--- src/rtl/adc_spi_responder.sv ---
// SPI responder for the two-frame ADC link: the address frame selects a channel,
// and the data frame returns a 12-bit sample on MISO. All SPI pins are oversampled on clk.
module adc_spi_responder #(
  parameter int SYNC_STAGES = 2,
  parameter int FRAME_BITS  = 16,
  parameter int LEAD_ZEROS  = 5
) (
  input  logic        clk,
  input  logic        rst_n,
  input  logic        SCLK,
  input  logic        SS_n,
  input  logic        MOSI,
  output logic        MISO,
  input  logic [11:0] sample_in,
  output logic [2:0]  ch_addr,
  output logic        addr_valid,
  output logic        data_done,
  output logic        frame_err,
  output logic        busy
);

  localparam int TX_W  = LEAD_ZEROS + 12;
  localparam int CNT_W = $clog2(FRAME_BITS + 2);
  localparam logic [CNT_W-1:0] CNT_FULL = CNT_W'(FRAME_BITS);
  localparam logic [CNT_W-1:0] CNT_SAT  = CNT_W'(FRAME_BITS + 1);

  typedef enum logic [1:0] {IDLE, ADDR, GAP, DATA} state_t;

  state_t state, state_nxt;

  logic [SYNC_STAGES-1:0] sclk_sync, ss_sync, mosi_sync;
  logic                   sclk_d, ss_d;
  logic                   sclk_s, ss_s, mosi_s;
  logic                   sclk_rise, sclk_fall, ss_rise, ss_fall;

  logic [CNT_W-1:0] bit_cnt;
  logic [13:0]      rx_sh;
  logic [TX_W-1:0]  tx_sh;

  logic av_nxt, dd_nxt, fe_nxt, tx_load;

  // Synchronisers reset to the idle bus levels so that leaving reset cannot create an edge.
  always_ff @(posedge clk or negedge rst_n) begin
    if (!rst_n) begin
      sclk_sync <= '1;
      ss_sync   <= '1;
      mosi_sync <= '0;
      sclk_d    <= 1'b1;
      ss_d      <= 1'b1;
    end else begin
      sclk_sync <= {sclk_sync[SYNC_STAGES-2:0], SCLK};
      ss_sync   <= {ss_sync[SYNC_STAGES-2:0], SS_n};
      mosi_sync <= {mosi_sync[SYNC_STAGES-2:0], MOSI};
      sclk_d    <= sclk_s;
      ss_d      <= ss_s;
    end
  end

  assign sclk_s    = sclk_sync[SYNC_STAGES-1];
  assign ss_s      = ss_sync[SYNC_STAGES-1];
  assign mosi_s    = mosi_sync[SYNC_STAGES-1];
  assign sclk_rise =  sclk_s & ~sclk_d;
  assign sclk_fall = ~sclk_s &  sclk_d;
  assign ss_rise   =  ss_s   & ~ss_d;
  assign ss_fall   = ~ss_s   &  ss_d;

  always_ff @(posedge clk or negedge rst_n) begin
    if (!rst_n) state <= IDLE;
    else        state <= state_nxt;
  end

  // Frames are judged only when SS_n rises, by the number of SCLK rises counted.
  always_comb begin
    state_nxt = state;
    av_nxt    = 1'b0;
    dd_nxt    = 1'b0;
    fe_nxt    = 1'b0;
    tx_load   = 1'b0;
    unique case (state)
      IDLE: if (ss_fall) state_nxt = ADDR;
      ADDR: if (ss_rise) begin
        if (bit_cnt == CNT_FULL) begin
          state_nxt = GAP;
          av_nxt    = 1'b1;
        end else begin
          state_nxt = IDLE;
          fe_nxt    = 1'b1;
        end
      end
      GAP: if (ss_fall) begin
        state_nxt = DATA;
        tx_load   = 1'b1;
      end
      DATA: if (ss_rise) begin
        state_nxt = IDLE;
        if (bit_cnt == CNT_FULL) dd_nxt = 1'b1;
        else                     fe_nxt = 1'b1;
      end
      default: state_nxt = IDLE;
    endcase
  end

  // A rise that coincides with the SS_n fall is swallowed by the clear; SS_n high gates all edges.
  always_ff @(posedge clk or negedge rst_n) begin
    if (!rst_n) begin
      bit_cnt <= '0;
    end else if (ss_fall) begin
      bit_cnt <= '0;
    end else if (sclk_rise && !ss_s && bit_cnt != CNT_SAT) begin
      bit_cnt <= bit_cnt + 1'b1;
    end
  end

  // Only the low 14 word bits are kept; the two top bits fall off the end unused.
  always_ff @(posedge clk or negedge rst_n) begin
    if (!rst_n) begin
      rx_sh <= '0;
    end else if (sclk_fall && !ss_s && state == ADDR) begin
      rx_sh <= {rx_sh[12:0], mosi_s};
    end
  end

  always_ff @(posedge clk or negedge rst_n) begin
    if (!rst_n) begin
      tx_sh <= '0;
    end else if (tx_load) begin
      tx_sh <= TX_W'(sample_in);
    end else if (sclk_rise && !ss_s && state == DATA) begin
      tx_sh <= {tx_sh[TX_W-2:0], 1'b0};
    end
  end

  always_ff @(posedge clk or negedge rst_n) begin
    if (!rst_n) begin
      ch_addr    <= '0;
      addr_valid <= 1'b0;
      data_done  <= 1'b0;
      frame_err  <= 1'b0;
    end else begin
      addr_valid <= av_nxt;
      data_done  <= dd_nxt;
      frame_err  <= fe_nxt;
      if (av_nxt) ch_addr <= rx_sh[13:11];
    end
  end

  assign MISO = (state == DATA && !ss_s) ? tx_sh[TX_W-1] : 1'b0;
  assign busy = (state != IDLE);

endmodule

--- config.mk ---
export PLATFORM = sky130hd
export DESIGN_NAME = adc_spi_responder
export DESIGN_NICKNAME = d
export VERILOG_FILES = /design/src/rtl/adc_spi_responder.sv
export SDC_FILE = /design/constraint.sdc
export NUM_CORES = 1
export LEC_CHECK = 0
export BUFFER_PORTS_ARGS = -buffer_cell sky130_fd_sc_hd__buf_2
export CORE_ASPECT_RATIO = 0.5
export CORE_MARGIN = 2
export CORE_UTILIZATION = 40
export DETAILED_ROUTE_END_ITERATION = 7
export PLACE_DENSITY_LB_ADDON = 0.3
export SYNTH_ARGS = -nofsm -noshare
export SYNTH_HDL_FRONTEND = slang
export SYNTH_SLANG_ARGS = --single-unit
--- constraint.sdc ---
create_clock -name clk -period 1.6 [get_ports clk]
set_input_delay 0 -clock clk [delete_from_list [all_inputs] [get_ports clk]]
set_output_delay 0 -clock clk [all_outputs]
set_load 0.005 [all_outputs]
==> After elaboration in Yosys (flattened, before gate mapping) <==
Index checks and enable logic that the tools add are counted.
{ "word_totals": {"register_bits": 52, "output_inout_bits": 8, "inputBits": 17} }
{ "classes": {"bitwise": 8, "eq_ne": 9, "addsub": 1, "n_mux": 20, "n_reduce_logical": 13} }
{ "op_table": {"columns": ["cell", "count"], "rows": [
  ["$mux 17", 2],
  ["$mux 1", 10],
  ["$mux 2", 5],
  ["$mux 5", 2],
  ["$ne 2x2->1 const B", 4],
  ["$pmux 2 s4", 1],
  ["$logic_and 1x1->1", 6],
  ["$reduce_bool 2->1", 3],
  ["$add 5x1->5 const B", 1],
  ["$eq 5x5->1 const B", 1],
  ["$ne 5x5->1 const B", 1],
  ["$and 1x1->1", 4],
  ["$eq 2x2->1 const B", 2],
  ["$not 1->1", 4],
  ["$reduce_and 4->1", 1],
  ["$eq 2x1->1 const B", 1],
  ["$logic_not 2->1", 1],
  ["$reduce_or 2->1", 1],
  ["$logic_not 1->1", 1]
]} }

==> Longest topological paths before layout <==
{ "logic_depth": {"depth_word": 6, "mapped_depth": 6, "depth_no_buf": 5} }

==> Worst setup path before layout <==
No wires, ideal clock.
{ "synth_timing": {"path_type": "register to register", "start": "reg ss_sync[1]", "end": "reg tx_sh[11]", "arrival_time_ps": 1526, "stages_incl_launch_ff": 7, "path_slack_ps": -52, "n_path_buf": 3, "t_required_ps": 1474, "path_cell_list": "dfstp_2 and3b_1 buf_6 and2_1 buf_6 buf_6 a221o_1"} }
{ "synth_between": {"elab_chain_len": 5} }
{ "synth_lines": {"columns": ["element", "line_no", "rtl"], "rows": [
  ["start: declaration", "31", "logic [SYNC_STAGES-1:0] sclk_sync, ss_sync, mosi_sync;"],
  ["start signal: assignment", "52", "ss_sync <= {ss_sync[SYNC_STAGES-2:0], SS_n};"],
  ["$not 1->1", "65", "assign ss_fall = ~ss_s & ss_d;"],
  ["$and 1x1->1", "65", null],
  ["$mux 1", "90", "GAP: if (ss_fall) begin"],
  ["$mux 1", "79", "unique case (state)"],
  ["$mux 17 / $reduce_bool 2->1 (equally long branches)", null, null],
  ["end signal: assignment", "127", "tx_sh <= TX_W'(sample_in);"],
  ["end signal: assignment", "129", "tx_sh <= {tx_sh[TX_W-2:0], 1'b0};"],
  ["end: declaration", "38", "logic [TX_W-1:0] tx_sh;"]
]} }
Several ways; a longest one is shown, not always the timed one.
A chain may end at the register's enable or synchronous reset.

==> Worst setup path after layout <==
{ "layout_timing": {"start": "reg ss_sync[1]", "end": "reg ch_addr[2]"} }
{ "layout_between": {"elab_chain_len": 3} }
{ "layout_lines": {"columns": ["element", "line_no", "rtl"], "rows": [
  ["$and 1x1->1", "64", "assign ss_rise = ss_s & ~ss_d;"],
  ["$mux 1", "81", "ADDR: if (ss_rise) begin"],
  ["$mux 1", "79", null],
  ["via av_nxt", "40", "logic av_nxt, dd_nxt, fe_nxt, tx_load;"],
  ["end signal: assignment", "143", "if (av_nxt) ch_addr <= rx_sh[13:11];"],
  ["end: declaration", "15", "output logic [2:0] ch_addr,"]
]} }
The timed path passes the listed nets, and every way through them passes these cells.

==> metrics.md <==
| Metric | Value |
|---|---|
| Slew Limit Fails | `0` |
| HPWL after DPL | `2700 µm` |
| Clock sinks | `52` |
| Count leader, synth | `dfrtp_1` |
| Min Tclk post-route | `1550 ps` |
| Share of cells above drive strength 1 | `38.8%` |
| Grt ovf | `0` |
| Worst slew margin | `64.9%` |
| Routed WL per cell | `13.1 µm` |
| Initial antenna violation count | `0` |
| Register-to-Register Path Depth | `4` |
| Clock skew | `4.95 ps` |
| Flop-to-flop setup slack | `50 ps` |
| Syn Inst Count | `173` |
| Required time of the critical path | `1790 ps` |
| Nets | `246` |
| Status | `complete, no violations` |
| Initial DRC count | `43` |
| Diodes inserted | `0` |
| Worst-Margin Slew | `527 ps` |
| Worst Hold End | `tx_sh[5]` |
| FF-to-FF Start | `ss_sync[1]` |
| DRC Markers | `0` |
| Core region area | `0.00540 mm²` |
| Die area | `0.00616 mm²` |
| First-pass iteration count of the detailed router | `4` |
| Mean Syn Cell Area | `12.7 µm²` |
| Post-route ant nets | `0` |
| Yosys Warn Count | `0` |
| R2r endpoint | `ch_addr[2]` |
| Die Y-Extent | `56.5 µm` |
| Die X | `109 µm` |
| Worst-path clk slew | `90 ps` |
| CTS HTree Levels | `2` |
| Kind of critical path | `reg -> reg` |
| Cell variety after synth | `36` |
| Hold Crit Class | `in -> reg` |
| Ys flop type | `dfrtp_1` |
| Top area cells in the synthesized netlist | `dfrtp_1 (52%), mux2_2 (8.7%), dfstp_2 (7.2%), a221o_1 (5.4%), and2_1 (3.7%)` |
| Total GRT Usage | `14.4%` |
| Sequential fraction of the synthesis area | `59.4%` |
| Via density | `4.98` |
| Final hold violations | `0` |
| Hold Crit Start | `sample_in[5]` |
| Vias in the first global route | `1,453` |
| Final Cell Area | `0.00280 mm²` |
| Worst Setup SP | `ss_sync[1]` |
| Hold path cells | `3` |
| Worst path arrival time | `1740 ps` |
| Cell area power density | `874 mW/mm²` |
| I/O pin count | `25` |
| Vias | `1,494` |
| Pleak | `1.31 nW` |
| Maxcap violations | `0` |
| Initial Util | `40.9%` |
| Max Fanout on Critical Path | `5` |
| Clk root buf | `clkbuf_8` |
| Max Fclk | `643 MHz` |
| Largest net degree at the start of global routing | `25` |
| Most frequent cells after synthesis | `dfrtp_1 (46), mux2_2 (17), and2_1 (13)` |
| Final TNS setup | `0 ps` |
| Mapped cell area | `0.00220 mm²` |
| CTS tree | `yes` |
| Rows | `19` |
| Synth top area share | `52.2%` |
| Asr flop ratio synth | `100%` |
| Kind of start point of the critical path | `register` |
| Worst Setup End Kind | `register` |
| Final setup fails | `0` |
| Clock Tree Buf Depth | `2` |
| Post-DP Area | `0.00250 mm²` |
| First-pass GRT wire length | `6810 µm` |
| RSZ-0062 raised after global routing | `yes` |
| Clk Latency, worst-skew pair | `300 ps` |
| RePlAce Congestion | `0.777` |
| CTS buffer count | `5` |
| FF+latch count, synth | `52` |
| Final wirelength | `3940 µm` |
| Biggest area consumer among synthesized cells | `dfrtp_1` |
| Synth-to-layout area growth | `26.8%` |
| Syn_nets | `193` |
| PortBufs | `24` |
| Final period util | `97.1%` |
| Filler instances | `471` |
| Peak supply drop | `399 µV` |
| Post-synth EDFFs | `0` |
per-stage QoR:
stage	instances	util, %	power [mW]	worst slack, ps	hold WS [ps]
after CTS	298	50.9	2.47	4.61	1.50
after detailed placement	278	46.3	1.66	-153	9.65
after global routing	300	51.8	2.57	-15.9	5.64
after floorplan	173	-	1.55	-10.4	-296
final	300	51.8	2.44	45.8	7.21
after global placement	278	46.3	1.65	-81.7	0.0274
layout make-up:
type	count	area, µm²	share of cell area (%)
Clock buffer	7	86.3	3.09
Sequential cell	52	1310	46.8
Timing Repair Buffer	56	408	14.6
Clock inverter	1	7.51	0.269
Multi-Input combinational cell	106	875	31.3
Tap cell	73	91.3	3.27
Inverter	5	18.8	0.671
cells in the final DEF, fill, tap and decap left out, types with 3 or more instances in the layout:
cell / instances
dfrtp_1: 46
buf_2: 24
dlygate4sd3_1: 11
buf_4: 18
mux2_4: 3
clkbuf_8: 6
a221o_1: 12
mux2_2: 14
nand3_1: 8
inv_1: 3
nor2b_1: 3
o21ai_0: 7
nor2_1: 3
and2_1: 12
nand2_1: 11
dfstp_2: 6
how the worst max path moves through the flow:
stage	slack, ps	cells after the start	to
2_1_floorplan	-10	6	tx_sh[11]
3_3_place_gp	-80	3	tx_sh[11]
3_5_place_dp	-150	3	tx_sh[6]
4_1_cts	5	5	ch_addr[1]
5_1_grt	-20	5	bit_cnt[4]
6_report	50	4	ch_addr[2]
sequential cells by signal (all words and copies together), names as in the netlist, named ones only:
register and cells:
addr_valid 1, bit_cnt 5, ch_addr 3, data_done 1, frame_err 1, mosi_sync 2, rx_sh 14, sclk_d 1
sclk_sync 2, ss_d 1, ss_sync 2, state 1, tx_sh 17
kinds of logic (layout without fill, tap and decap cells):
logic type | count (synthesis) | after routing | share of synthesized area [%]
multiplexers | 17 | 17 | 8.68
adder cells (fa/ha/maj) | 4 | 4 | 2.16
flip-flops | 52 | 52 | 59.4
buffers and inverters | 15 | 69 | 3.80
AND/OR/NAND/NOR | 59 | 59 | 16.5
AO/OA/AOI/OAI | 26 | 26 | 9.48
report_power, final:
part	switching [mW]	internal [mW]
Clock	0.407	0.352
Sequential	0.0415	1.39
Combinational	0.104	0.146
critical path, cell delays in order (launching register included):
cell and delay [ps]:
dfstp_2 550, buf_6 100, nand3b_1 140, nor3_4 320, mux2_4 330
metal layers:
layer / part of all wire (%) / GRT usage [%] / routed length (µm)
met1: 51 / 20.2 / 1990
met2: 46 / 21.8 / 1810
met3: 2.3 / 3.48 / 90
met4: 1.3 / 5.49 / 51
met5: 0 / 0 / 0
what timing repair did:
action                                 CTS  global route
buffers inserted                         1             3
setup endpoints to repair               14            23
endpoints found under the hold margin   25             0
gates resized for setup                  7            10
pin swaps                                1             2
hold buffers                            11             0
No activity file was read; power rests on OpenSTA's default activity.
